`src/rtl/riscv_pkg.sv`:
```
// Shared integer-core constants for the register file and its scoreboard.
// Modules take their own parameters; these are the default widths and sizes.
package riscv_pkg;

    localparam int XLEN    = 32;
    localparam int REG_CNT = 32;
    localparam int REG_AW  = $clog2(REG_CNT);

    localparam logic [REG_AW-1:0] REG_ZERO = '0;

endpackage : riscv_pkg

```
`src/rtl/regfile_sb_scoreboard.sv`:
```
// Per-register busy tracking: issue sets, writeback clears, flush drops all.
// Also produces the operand hazard flags and the registered any_busy summary.
module regfile_sb_scoreboard
    import riscv_pkg::*;
#(
    parameter int  REG_CNT   = riscv_pkg::REG_CNT,
    parameter bit  BYPASS_EN = 1'b1,
    localparam int AW        = $clog2(REG_CNT)
) (
    input  logic          clk,
    input  logic          rst_n,
    input  logic [AW-1:0] rs1,
    input  logic [AW-1:0] rs2,
    input  logic          wr_en,
    input  logic [AW-1:0] rd,
    input  logic          issue_en,
    input  logic [AW-1:0] issue_rd,
    input  logic          flush,
    output logic          rs1_busy,
    output logic          rs2_busy,
    output logic          any_busy
);

    logic [REG_CNT-1:0] busy;
    logic [REG_CNT-1:0] busy_next;
    logic               wb_hit1;
    logic               wb_hit2;

    // Next busy vector: flush beats issue, issue beats a same-cycle writeback.
    always_comb begin
        busy_next = busy;
        for (int r = 1; r < REG_CNT; r++) begin
            if (flush) begin
                busy_next[r] = 1'b0;
            end else if (issue_en && (issue_rd == AW'(r))) begin
                busy_next[r] = 1'b1;
            end else if (wr_en && (rd == AW'(r))) begin
                busy_next[r] = 1'b0;
            end else begin
                busy_next[r] = busy[r];
            end
        end
        busy_next[0] = 1'b0;
    end

    // Busy state and its OR-reduction, both cleared by reset.
    always_ff @(posedge clk) begin
        if (!rst_n) begin
            busy     <= '0;
            any_busy <= 1'b0;
        end else begin
            busy     <= busy_next;
            any_busy <= |busy_next;
        end
    end

    // A matching writeback hides the hazard only when its data is forwarded.
    always_comb begin
        wb_hit1  = BYPASS_EN && wr_en && (rd == rs1);
        wb_hit2  = BYPASS_EN && wr_en && (rd == rs2);
        rs1_busy = busy[rs1] && !wb_hit1;
        rs2_busy = busy[rs2] && !wb_hit2;
    end

endmodule : regfile_sb_scoreboard

```
`src/rtl/regfile_sb.sv`:
```
// Integer register file with write-to-read bypass and busy scoreboard.
// x0 is hardwired to zero; reads and hazard flags are combinational.
module regfile_sb
    import riscv_pkg::*;
#(
    parameter int  XLEN      = riscv_pkg::XLEN,
    parameter int  REG_CNT   = riscv_pkg::REG_CNT,
    parameter bit  BYPASS_EN = 1'b1,
    localparam int AW        = $clog2(REG_CNT)
) (
    input  logic            clk,
    input  logic            rst_n,
    input  logic [AW-1:0]   rs1,
    input  logic [AW-1:0]   rs2,
    output logic [XLEN-1:0] rd_data1,
    output logic [XLEN-1:0] rd_data2,
    output logic            rs1_busy,
    output logic            rs2_busy,
    input  logic            wr_en,
    input  logic [AW-1:0]   rd,
    input  logic [XLEN-1:0] wr_data,
    input  logic            issue_en,
    input  logic [AW-1:0]   issue_rd,
    input  logic            flush,
    output logic            any_busy
);

    logic [XLEN-1:0] regs [REG_CNT];
    logic            wr_live;

    assign wr_live = wr_en && (rd != '0);

    // Data array; a write to x0 is dropped so the entry stays zero.
    always_ff @(posedge clk) begin
        if (!rst_n) begin
            for (int r = 0; r < REG_CNT; r++) begin
                regs[r] <= '0;
            end
        end else begin
            if (wr_live) begin
                regs[rd] <= wr_data;
            end else begin
                regs[rd] <= regs[rd];
            end
        end
    end

    // Read port 1: zero register, then forwarded writeback, then array.
    always_comb begin
        if (rs1 == '0) begin
            rd_data1 = '0;
        end else if (BYPASS_EN && wr_en && (rd == rs1)) begin
            rd_data1 = wr_data;
        end else begin
            rd_data1 = regs[rs1];
        end
    end

    // Read port 2: same selection as port 1.
    always_comb begin
        if (rs2 == '0) begin
            rd_data2 = '0;
        end else if (BYPASS_EN && wr_en && (rd == rs2)) begin
            rd_data2 = wr_data;
        end else begin
            rd_data2 = regs[rs2];
        end
    end

    regfile_sb_scoreboard #(
        .REG_CNT   (REG_CNT),
        .BYPASS_EN (BYPASS_EN)
    ) u_scoreboard (
        .clk      (clk),
        .rst_n    (rst_n),
        .rs1      (rs1),
        .rs2      (rs2),
        .wr_en    (wr_en),
        .rd       (rd),
        .issue_en (issue_en),
        .issue_rd (issue_rd),
        .flush    (flush),
        .rs1_busy (rs1_busy),
        .rs2_busy (rs2_busy),
        .any_busy (any_busy)
    );

endmodule : regfile_sb
```
`config.mk`:
```
export PLATFORM = sky130hd
export DESIGN_NAME = regfile_sb
export DESIGN_NICKNAME = d
export VERILOG_FILES = /design/src/rtl/riscv_pkg.sv /design/src/rtl/regfile_sb_scoreboard.sv /design/src/rtl/regfile_sb.sv
export SDC_FILE = /design/constraint.sdc
export NUM_CORES = 2
export LEC_CHECK = 0
export BUFFER_PORTS_ARGS = -buffer_cell sky130_fd_sc_hd__buf_2
export CAP_MARGIN = 20
export CELL_PAD_IN_SITES_DETAIL_PLACEMENT = 0
export CELL_PAD_IN_SITES_GLOBAL_PLACEMENT = 2
export CORE_MARGIN = 2
export CORE_UTILIZATION = 48
export DETAILED_ROUTE_END_ITERATION = 12
export PLACE_DENSITY = 0.91
export SLEW_MARGIN = 5
export SYNTH_ARGS = -nofsm -noshare
export SYNTH_HDL_FRONTEND = slang
export SYNTH_SLANG_ARGS = --single-unit
```
`constraint.sdc`:
```
create_clock -name clk -period 4.8 [get_ports clk]
set_input_delay 0 -clock clk [delete_from_list [all_inputs] [get_ports clk]]
set_output_delay 0 -clock clk [all_outputs]
set_load 0.005 [all_outputs]
```
# --- Yosys cells after proc, flatten, opt, wreduce, memory -nomap -nowiden ---
# Memories as Yosys holds them, arrays and structs flattened.
# Index checks and enable logic that the tools add are counted.
totals:
  reg_bits: 33
  ram_bits: 1024
  output_inout_bits: 67
  n_memories: 1
memory_table:
  columns: ["memory", "depth", "word_bits", "rd", "rd_clocked_by_memory_dff", "wr", "line", "source"]
  rows:
  - ["regs", 32, 32, 2, 0, 32, "regfile_sb.sv:28", "logic [XLEN-1:0] regs [REG_CNT];"]
classes:
  order_cmp: 2
  eq_ne: 65
  n_mux: 112
  n_bitwise: 1
  n_reduce_logical: 75
op_table:
  columns: ["cell", "n"]
  rows:
  - ["$mux 32", 6]
  - ["$eq 5x5->1 const B", 32]
  - ["$mux 1", 103]
  - ["$eq 5x4->1 const B", 16]
  - ["$logic_and 1x1->1", 67]
  - ["$eq 5x3->1 const B", 8]
  - ["$reduce_or 32->1", 1]
  - ["$reduce_or 31->1", 1]
  - ["$eq 5x2->1 const B", 4]
  - ["$lt 5x6->1 const B", 2]
  - ["$bmux 1 s5", 2]
  - ["$eq 5x1->1 const B", 2]
  - ["$eq 5x5->1", 2]
  - ["$logic_not 5->1", 2]
  - ["$mux 5", 1]
  - ["$reduce_bool 5->1", 1]
  - ["$logic_not 1->1", 2]
  - ["$reduce_and 2->1", 1]
  - ["$ne 0x0->1", 1]
  - ["$or 1x1->1", 1]

# --- Logic depth before layout (Yosys ltp) ---
logic_depth:
  ltp_word: 9
  mapped_depth: 9

# --- Modules after synthesis ---
# From an unflattened synthesis, not the netlist that was laid out.
unflattened:
  cells_unflattened: 3974
  area_unflattened_um2: 56944.6
modules_own_cells:
  columns: ["module", "n_inst", "cells_each", "area_per_inst_um2", "seq_area_each_um2"]
  rows:
  - ["regfile_sb", 1, 3744, 54700.0, 30749.5]
  - ["regfile_sb_scoreboard", 1, 230, 2244.7, 640.6]

# --- Least setup slack after synthesis ---
# Ideal clock, no wire load.
synth_path:
  kind: "input to register"
  from: "in rst_n"
  to: "mem regs[13][0] (enable)"
  setup_time_ps: 466
  arrival_ps: 3257
  t_required_ps: 4334
  setup_slack_ps: 1077
  cell_stages: 6
  cell_sequence: "clkbuf_1 > inv_2 > nor2_1 > nand2_1 > clkbuf_1 > o21ai_0"
synth_lines:
  columns: ["item", "line", "source"]
  rows:
  - ["start: declaration", "regfile_sb.sv:12", "input logic rst_n,"]
  - ["end: declaration", "regfile_sb.sv:28", null]

==> metrics.cfg <==
[status]
status = finished clean

[yosys]
dominantRegCellSynth = edfxtp_1
syn_area_mm2 = 0.0569
avgSynthCellArea_um2 = 15.4
netlist_instances = 3688
ys_ff_latch = 1056
synth.distinct_cells = 57
synthTopCellsByArea = edfxtp_1 (54%), mux4_2 (24%), and2_1 (11%)
yosys.cell_count.top_type = edfxtp_1
synth_top_area_share_pct = 54.1
synth_top_area_cell = edfxtp_1
yosys_warnings = 0
synthTopCellsByCount = edfxtp_1 (1024), and2_1 (987), mux4_2 (609), clkbuf_1 (286), nand2_1 (136)
ys_seq_area_share_pct = 55.2
synth-edff-count = 1024
async_flop_share_pct = 0

[global_routing]
first_global_vias = 35800
grt_start_max_net_pins = 95
grtUsageTotal_pct = 30.8
grt_overflow = 0
antenna_found_initial = 15
grt_pass1_wl_mm = 263

[drt]
drt_pass1_iterations = 8
dr.first_iter.drc_count = 5374
via_count = 35800
wire_per_inst_um = 34.9
detail-route-antenna-nets = 0
drt-total-wl_mm = 187
vias_per_cell = 6.69
drc = 0

[place]
dp_slack_ps = 1730
gp_congestion = 0.841
io_buffer_count = 123
dp_hpwl_mm = 104

[setup_path]
crit_start = regs[8][27]$_SDFFCE_PN0P_
reg2reg_from = u_scoreboard.busy[9]$_SDFF_PN0_
r2r-end = u_scoreboard.any_busy$_SDFF_PN0_
cp-end-kind = output port
crit_fanout = 2
critical_path_class = flop to output port
reg2regPathDepth = 5
critPathRequiredTime_ps = 4800
critPathArrivalTime_ps = 3190
regToRegSetupSlack_ps = 3090
critical_path.startpoint_type = flop

[clock_tree]
postCtsHoldBufs = 45
htreeDepth = 3
cts.clk_slew.worst_paths_ps = 60
cts-root-buf = clkbuf_16
cts_tree = yes
clockBufferDepth = 3
ctsResizeCount = 0
numClockSinks = 1056
cts_buffers = 110
post_cts_buffers = 0
insertion_delay_ps = 690

[timing]
max_freq_mhz = 314
hold_viol_final = 0
setup_ws_ps = 1610
drv_slew = 0
tightest_slew_ps = 1140
max-slew-margin-rel_pct = 24.3
fin_tns_setup_ps = 0
fin_skew_ps = 5.73
setup_viol = 0
period_minus_slack_ps = 3190
rsz0062_at_grt = false
hold_slack_ps = 82.9
finalCritPeriodShare_pct = 66.4

[layout]
layout-drive-gt1-share_pct = 29.3
area_delta_synth_final_pct = 11.9
utilization_pct = 54.1
nets = 3764

[power]
power.switching_uw = 5530
p_seq_share_pct = 48.3
leakagePower_uw = 0.0218
power_frac_comb_pct = 12.4
power_density_mw_per_mm2 = 353
p_clk_share_pct = 39.3
ir_worst_vdd_uv = 316
internal-power_uw = 16900
switching_share_pct = 24.6

[floorplanning]
die_h_um = 348
start_util_pct = 48.3
core_area_mm2 = 0.118
ioPinCount = 124
die-width_um = 348
die_area_mm2 = 0.121
rows = 126

[worst_hold_path]
min_path_type = primary input to flop
whs_path_depth = 5
hold_start = rd[4]
holdPathEnd = u_scoreboard.busy[25]$_SDFF_PN0_

[flow_run]
cap_violations = 0

## state kept, by name, indices dropped and copies added, names as in the netlist
register,count
regs,1024
u_scoreboard.busy,31
u_scoreboard.any_busy,1
## power by group through the flow
stage	Combinational, uW	Sequential [uW]	Clock, uW
final	2780	10900	8820
after global routing	2880	10900	9200
after floorplan	1750	11000	0
after global placement	2700	11000	0
after detailed placement	2730	11000	0
after CTS	2760	10800	8860
## routing by layer
layer  GRT usage (%)  wire, um  up-vias  part of all wire [%]
li1                -         -    14300                     -
met1            40.7     67600    18600                    36
met2            48.8     88400     2402                    47
met3            6.84     21100      484                    11
met4            14.7      9310        4                   5.0
met5               0        24        -                 0.013
## area by class of cell
cell class,count,area (um^2)
Sequential cell,1056,31400
Fill cell,9148,54100
Inverter,6,22.5
Timing Repair Buffer,279,2130
Multi-Input combinational cell,2254,24500
Antenna cell,11,27.5
Tap cell,1536,1920
Clock buffer,124,2830
Clock inverter,82,833
## worst max-delay path by stage
stage	end	slack [ps]	cells after the start
global route	rd_data2[27]	1540	6
floorplan	regs[13][0]$_SDFFCE_PN0P_	1080	6
finish	rd_data2[27]	1610	6
CTS	rd_data2[27]	1700	6
global placement	rd_data2[23]	1430	9
detailed placement	regs[5][17]$_SDFFCE_PN0P_	1730	6
## logic make-up (layout without fill, tap and decap cells)
kind of cell,after synthesis,after routing,share of synthesized area [%]
AND/OR/NAND/NOR,1297,1297,13.6
XOR/XNOR,10,10,0.154
other,1,43,0.00659
buffers and inverters,409,491,2.90
multiplexers,684,684,25.5
AO/OA/AOI/OAI,231,231,2.68
flip-flops,1056,1056,55.2
## metrics by stage
| step | power (uW) | instances | instance area [um^2] |
|---|---|---|---|
| 2_1_floorplan | 12700 | 3719 | 57000 |
| 6_report | 22500 | 5348 | 63700 |
| 5_1_grt | 23000 | 5337 | 63600 |
| 3_3_place_gp | 13700 | 5083 | 59500 |
| 3_5_place_dp | 13800 | 5086 | 59500 |
| 4_1_cts | 22500 | 5337 | 63600 |
## cells in the final DEF (no fill, tap or decap), types with 32 or more instances in the layout
cell type	instances
mux4_2	609
edfxtp_1	1024
mux2i_1	40
nand2_1	126
buf_2	114
nor2_4	33
conb_1	32
and3_1	34
a22oi_1	52
buf_4	99
dlygate4sd3_1	45
dfxtp_1	32
and2_1	987
a211oi_1	38
clkbuf_16	111
o21ai_0	33
## worst max-delay path, stage by stage, from the launching register on
cell,delay (ps)
edfxtp_1,390
mux4_2,480
mux2_2,280
o21ai_0,660
a211oi_1,260
a21o_1,270
buf_2,150
Note: power is estimated with default switching activity, not from simulation.
